===== src/rtl/uart_pkg.sv =====
// rtl/uart_pkg.sv - shared types and register-map constants for the MMIO UART transmitter
package uart_pkg;

    typedef enum logic [2:0] {
        IDLE,
        START,
        DATA,
        PARITY,
        STOP
    } uartState_t;

    localparam logic [31:0] TXDATA_OFS = 32'd0;
    localparam logic [31:0] STATUS_OFS = 32'd4;

    localparam int STAT_FULL    = 0;
    localparam int STAT_EMPTY   = 1;
    localparam int STAT_BUSY    = 2;
    localparam int STAT_OVF     = 3;
    localparam int STAT_CNT_LSB = 8;

    function automatic logic evenParity(input logic [7:0] b);
        return ^b;
    endfunction

endpackage


===== src/rtl/sync_fifo.sv =====
// rtl/sync_fifo.sv - single-clock FIFO; a push while full is accepted when a pop happens in the same cycle
module sync_fifo #(
    parameter int WIDTH = 8,
    parameter int DEPTH = 16
) (
    input  logic                       clk,
    input  logic                       rst,
    input  logic                       push,
    input  logic                       pop,
    input  logic [WIDTH-1:0]           wrData,
    output logic [WIDTH-1:0]           rdData,
    output logic                       full,
    output logic                       empty,
    output logic [$clog2(DEPTH):0]     count
);

    localparam int AW = $clog2(DEPTH);
    localparam logic [AW:0] DEPTH_CNT = (AW + 1)'(DEPTH);

    logic [WIDTH-1:0] mem [DEPTH];
    logic [AW-1:0]    wrPtr;
    logic [AW-1:0]    rdPtr;
    logic [AW:0]      cnt;
    logic             doPush;
    logic             doPop;

    assign full   = (cnt == DEPTH_CNT);
    assign empty  = (cnt == '0);
    assign count  = cnt;
    assign rdData = mem[rdPtr];

    assign doPop  = pop && !empty;
    assign doPush = push && (!full || doPop);

    always_ff @(posedge clk or posedge rst) begin
        if (rst) begin
            wrPtr <= '0;
            rdPtr <= '0;
            cnt   <= '0;
        end else begin
            if (doPush) wrPtr <= wrPtr + 1'b1;
            if (doPop)  rdPtr <= rdPtr + 1'b1;
            case ({doPush, doPop})
                2'b10:   cnt <= cnt + 1'b1;
                2'b01:   cnt <= cnt - 1'b1;
                default: cnt <= cnt;
            endcase
        end
    end

    // Storage is not reset; the pointers alone define validity.
    always_ff @(posedge clk) begin
        if (doPush) mem[wrPtr] <= wrData;
    end

endmodule


===== src/rtl/mmio_uart_tx.sv =====
// rtl/mmio_uart_tx.sv - memory-mapped UART transmitter with TX FIFO and STATUS register
// UART_TX_PARITY_EN selects an 8E1 frame; the default build is 8N1.
module mmio_uart_tx
    import uart_pkg::*;
#(
    parameter int          CLKS_PER_BIT = 868,
    parameter int          FIFO_DEPTH   = 16,
    parameter logic [31:0] BASE_ADDR    = 32'hFFFF_0000
) (
    input  logic        CLK,
    input  logic        Reset,
    input  logic        MemWrite,
    input  logic [31:0] ALUResult,
    input  logic [31:0] WriteData,
    output logic        Hit,
    output logic [31:0] ReadData,
    output logic        TX
);

    localparam int          AW       = $clog2(FIFO_DEPTH);
    localparam logic [15:0] BIT_LAST = 16'(CLKS_PER_BIT - 1);

    logic        hitData;
    logic        hitStat;
    logic        pushReq;
    logic        clrOvf;
    logic        ovf;
    logic        fifoPop;
    logic        fifoFull;
    logic        fifoEmpty;
    logic [7:0]  fifoData;
    logic [AW:0] fifoCount;
    logic [7:0]  count8;
    logic [31:0] statusWord;
    logic        unusedWriteHi;

    uartState_t  state, stateNext;
    logic [15:0] baudCnt, baudNext;
    logic [2:0]  bitCnt, bitNext;
    logic [7:0]  shiftReg, shiftNext;
    logic        bitEnd;
`ifdef UART_TX_PARITY_EN
    logic        parityBit, parityNext;
`endif

    assign hitData       = (ALUResult == BASE_ADDR + TXDATA_OFS);
    assign hitStat       = (ALUResult == BASE_ADDR + STATUS_OFS);
    assign Hit           = hitData || hitStat;
    assign pushReq       = MemWrite && hitData;
    assign clrOvf        = MemWrite && hitStat && WriteData[STAT_OVF];
    assign unusedWriteHi = ^WriteData[31:8];

    sync_fifo #(
        .WIDTH (8),
        .DEPTH (FIFO_DEPTH)
    ) txFifo (
        .clk    (CLK),
        .rst    (Reset),
        .push   (pushReq),
        .pop    (fifoPop),
        .wrData (WriteData[7:0]),
        .rdData (fifoData),
        .full   (fifoFull),
        .empty  (fifoEmpty),
        .count  (fifoCount)
    );

    always_ff @(posedge CLK or posedge Reset) begin
        if (Reset) begin
            ovf <= 1'b0;
        end else if (pushReq && fifoFull && !fifoPop) begin
            ovf <= 1'b1;
        end else if (clrOvf) begin
            ovf <= 1'b0;
        end
    end

    // Count field is 8 bits wide regardless of the FIFO depth.
    generate
        if (AW + 1 >= 8) begin : gCntTrunc
            assign count8 = fifoCount[7:0];
        end else begin : gCntExt
            assign count8 = {{(7 - AW){1'b0}}, fifoCount};
        end
    endgenerate

    always_comb begin
        statusWord                          = '0;
        statusWord[STAT_FULL]               = fifoFull;
        statusWord[STAT_EMPTY]              = fifoEmpty;
        statusWord[STAT_BUSY]               = (state != IDLE);
        statusWord[STAT_OVF]                = ovf;
        statusWord[STAT_CNT_LSB +: 8]       = count8;
    end

    assign ReadData = hitStat ? statusWord : 32'd0;

    always_ff @(posedge CLK or posedge Reset) begin
        if (Reset) begin
            state     <= IDLE;
            baudCnt   <= '0;
            bitCnt    <= '0;
            shiftReg  <= '0;
`ifdef UART_TX_PARITY_EN
            parityBit <= 1'b0;
`endif
        end else begin
            state     <= stateNext;
            baudCnt   <= baudNext;
            bitCnt    <= bitNext;
            shiftReg  <= shiftNext;
`ifdef UART_TX_PARITY_EN
            parityBit <= parityNext;
`endif
        end
    end

    assign bitEnd = (baudCnt == BIT_LAST);

    always_comb begin
        stateNext  = state;
        baudNext   = baudCnt + 16'd1;
        bitNext    = bitCnt;
        shiftNext  = shiftReg;
        fifoPop    = 1'b0;
`ifdef UART_TX_PARITY_EN
        parityNext = parityBit;
`endif
        case (state)
            IDLE: begin
                baudNext = '0;
                if (!fifoEmpty) begin
                    fifoPop   = 1'b1;
                    shiftNext = fifoData;
`ifdef UART_TX_PARITY_EN
                    parityNext = evenParity(fifoData);
`endif
                    stateNext = START;
                end
            end
            START: begin
                if (bitEnd) begin
                    baudNext  = '0;
                    stateNext = DATA;
                end
            end
            DATA: begin
                if (bitEnd) begin
                    baudNext  = '0;
                    shiftNext = {1'b0, shiftReg[7:1]};
                    bitNext   = bitCnt + 3'd1;
                    if (bitCnt == 3'd7) begin
`ifdef UART_TX_PARITY_EN
                        stateNext = PARITY;
`else
                        stateNext = STOP;
`endif
                    end
                end
            end
`ifdef UART_TX_PARITY_EN
            PARITY: begin
                if (bitEnd) begin
                    baudNext  = '0;
                    stateNext = STOP;
                end
            end
`endif
            STOP: begin
                if (bitEnd) begin
                    baudNext  = '0;
                    stateNext = IDLE;
                end
            end
            default: begin
                baudNext  = '0;
                stateNext = IDLE;
            end
        endcase
    end

    // Line is decoded from registered state so reset forces it high immediately.
    always_comb begin
        TX = 1'b1;
        case (state)
            START:   TX = 1'b0;
            DATA:    TX = shiftReg[0];
`ifdef UART_TX_PARITY_EN
            PARITY:  TX = parityBit;
`endif
            default: TX = 1'b1;
        endcase
    end

endmodule


===== config.mk =====
export PLATFORM = sky130hd
export DESIGN_NAME = mmio_uart_tx
export DESIGN_NICKNAME = d
export VERILOG_FILES = /design/src/rtl/uart_pkg.sv /design/src/rtl/sync_fifo.sv /design/src/rtl/mmio_uart_tx.sv
export SDC_FILE = /design/constraint.sdc
export NUM_CORES = 1
export LEC_CHECK = 0
export BUFFER_PORTS_ARGS = -buffer_cell sky130_fd_sc_hd__clkbuf_2
export CAP_MARGIN = 20
export CORE_UTILIZATION = 40
export CTS_CLUSTER_DIAMETER = 50
export DETAILED_ROUTE_END_ITERATION = 16
export SLEW_MARGIN = 40
export SYNTH_ARGS = -nofsm -noshare
export SYNTH_HDL_FRONTEND = slang
export SYNTH_HIERARCHICAL = 1
export SYNTH_SLANG_ARGS = --single-unit
export TNS_END_PERCENT = 1

===== constraint.sdc =====
create_clock -name CLK -period 2.9 [get_ports CLK]
set_input_delay 0.29 -clock CLK [delete_from_list [all_inputs] [get_ports CLK]]
set_output_delay 0.29 -clock CLK [all_outputs]
set_load 0.02 [all_outputs]

==> reports/results.txt <==
hold slack - 150 ps
CTS clk-pin slew, worst paths - 70 ps
clock sink total - 172
most frequent cells in the layout - edfxtp_1 (128), clkbuf_2 (53), dfrtp_1 (42), mux4_2 (30), conb_1 (23)
Final Max Slew Viols - 0
register area share after synthesis - 0.643
R2R setup slack - 210 ps
gp weighted congestion - 0.770
normalized max-slew margin - 0.466
TNS Setup - 0 ps
CTS Buf Count - 17
global-route wire length before repair - 24200 um
status - finished, final reports clean
Resized cells post-CTS - 0
initial antenna violation count - 0
Final Total Pwr - 0.00509 W
Initial DRC Count - 234
post-DP HPWL - 10200 um
Crit. End Element - flip-flop
CTS tree - yes
die width - 141 um
Synth cell types - 63
Hold Crit Class - input port to flip-flop
Layout area overhead - 18.0%
placed instance area - 8440 sq um
critical path class - flip-flop to flip-flop
share of cells above drive strength 1 - 0.290
Syn Inst Count - 500
min cycle time layout - 2690 ps
initial core utilization - 0.410
Fillers - 1580
largest net degree at the start of global routing - 32
Top FF cell, synth - edfxtp_1
leading cell type in the layout, fill and taps excluded - edfxtp_1
worst skew pair latency - 430 ps
WL/cell - 18.4 um
Row Count - 50
Worst EP required - 3240 ps
# DRC - 0
YS warnings - 6
Buffers on Ports - 53
CTS H-tree lvls - 4
GRT Total Usage - 0.164
fin crit share - 0.929
Post-CTS Repair Setup Buffers - 0
routed vias - 4418
crit path max fanout - 5
grt ovf - 0
Hold Fails Final Rpt - 0
unrepaired setup endpoints after global routing - false
Pre-antenna DRT Iters - 4
fmax - 0.371 GHz
Pwr per Cell Area - 560 nW/um^2
worst setup slack after layout - 205 ps
clock skew - 11.7 ps
die height - 141 um
post-route antenna net violation count - 0
Async S/R FF share, synth - 0.256
I/O pin count - 101
# diodes - 0
syn avg cell area - 15.4 sq um
die area - 19800 sq um
CP Launch Type - flip-flop
number of global-route vias before repair - 4443
Peak VDD IR - 0.465 mV
Pleak - 3.41 nW
clk root buf - clkbuf_16
setup violators final - 0
cts hold-fix bufs - 1
Worst Tran Pin Value - 801 ps
EDFF count, synth - 128
post-synthesis cell area - 7690 sq um
drt via density - 5.30
CTS max path bufs - 2
post-synthesis register bit count - 172
WP data arrival - 3040 ps
Placeable Area - 18800 sq um
post-route cell area - 9080 sq um
nets - 665
routed wire length - 15300 um
dpl ws - 69.3 ps
# Max-Cap Violations - 0
critical path, stage by stage (launching register included):
cell      delay [ps]
dfrtp_1          460
nor4_4            80
nand2b_1         120
clkinv_1         130
nor4_2           270
o21ai_2          100
or2_2            320
fa_1             420
nand2b_1         180
a211o_1          280
o31a_1           110
o211ai_1         150
layer usage:
| layer | part of all wire | track usage |
|---|---|---|
| met2 | 0.52 | 0.278 |
| met4 | 0.0080 | 0.0526 |
| met5 | 0 | 0 |
| met1 | 0.44 | 0.211 |
| met3 | 0.035 | 0.0346 |
cells in the mapped netlist, types with 8 or more instances:
master	count	area [sq um]
edfxtp_1	128	3840
dfrtp_1	44	1100
inv_1	15	56.3
a21oi_1	8	40.0
a22oi_1	16	120
nor4_1	10	62.6
mux4_2	30	676
and2_1	9	56.3
nand2_1	16	60.1
ha_1	11	138
nand2b_1	12	75.1
nor2_1	22	82.6
buf_4	24	180
and3_1	17	106
nand3_1	14	70.1
xnor2_1	18	158
sequential cells by signal, summed over array words and instances, names as in the netlist:
register / flops
txFifo/mem: 128
baudCnt: 16
shiftReg: 8
txFifo/count: 5
txFifo/rdPtr: 4
txFifo/wrPtr: 4
bitCnt: 3
state: 3
ovf: 1
final cells by class:
type	count	area [sq um]	area share
clock buffer	17	425	0.0469
clock inverter	15	200	0.0221
inverter	16	60.1	0.00662
multi-input combinational	291	2490	0.274
sequential	172	4950	0.545
tap	234	293	0.0323
timing repair buffer	88	666	0.0733
path summary, 6_finish.rpt:
check / startpoint / endpoint / cells after the start
min in group asynchronous: Reset / txFifo/rdPtr[2] / 3
hold / removal: MemWrite / ovf / 3
setup / recovery: txFifo/count[1] / txFifo/count[4] / 11
max in group asynchronous: Reset / txFifo/rdPtr[0] / 3
hold reg to reg: txFifo/wrPtr[2] / txFifo/wrPtr[2] / 1
setup reg to reg: txFifo/count[1] / txFifo/count[4] / 11
cells by family after synthesis:
group | Yosys count | share of synthesized area
other | 1 | 0.000487
xor gates and xnor gates | 22 | 0.0250
muxes | 38 | 0.103
DFF | 172 | 0.643
buffers and inverters | 59 | 0.0455
adders and majority gates | 12 | 0.0205
AOI/OAI and AO/OA | 54 | 0.0543
and+or+nand+nor | 142 | 0.108
power by group:
part | total (W) | internal [W] | switching (W)
logic | 0.0000972 | 0.0000245 | 0.0000727
clock network | 0.00234 | 0.00132 | 0.00102
registers | 0.00265 | 0.00265 | 0.00000000000116
stage by stage:
step,cells,utilization
detailed placement,800,0.450
floorplan,522,-
CTS,833,0.484
global placement,798,0.449
finish,833,0.484
global route,833,0.484
Power figures use the tool's default switching activity.
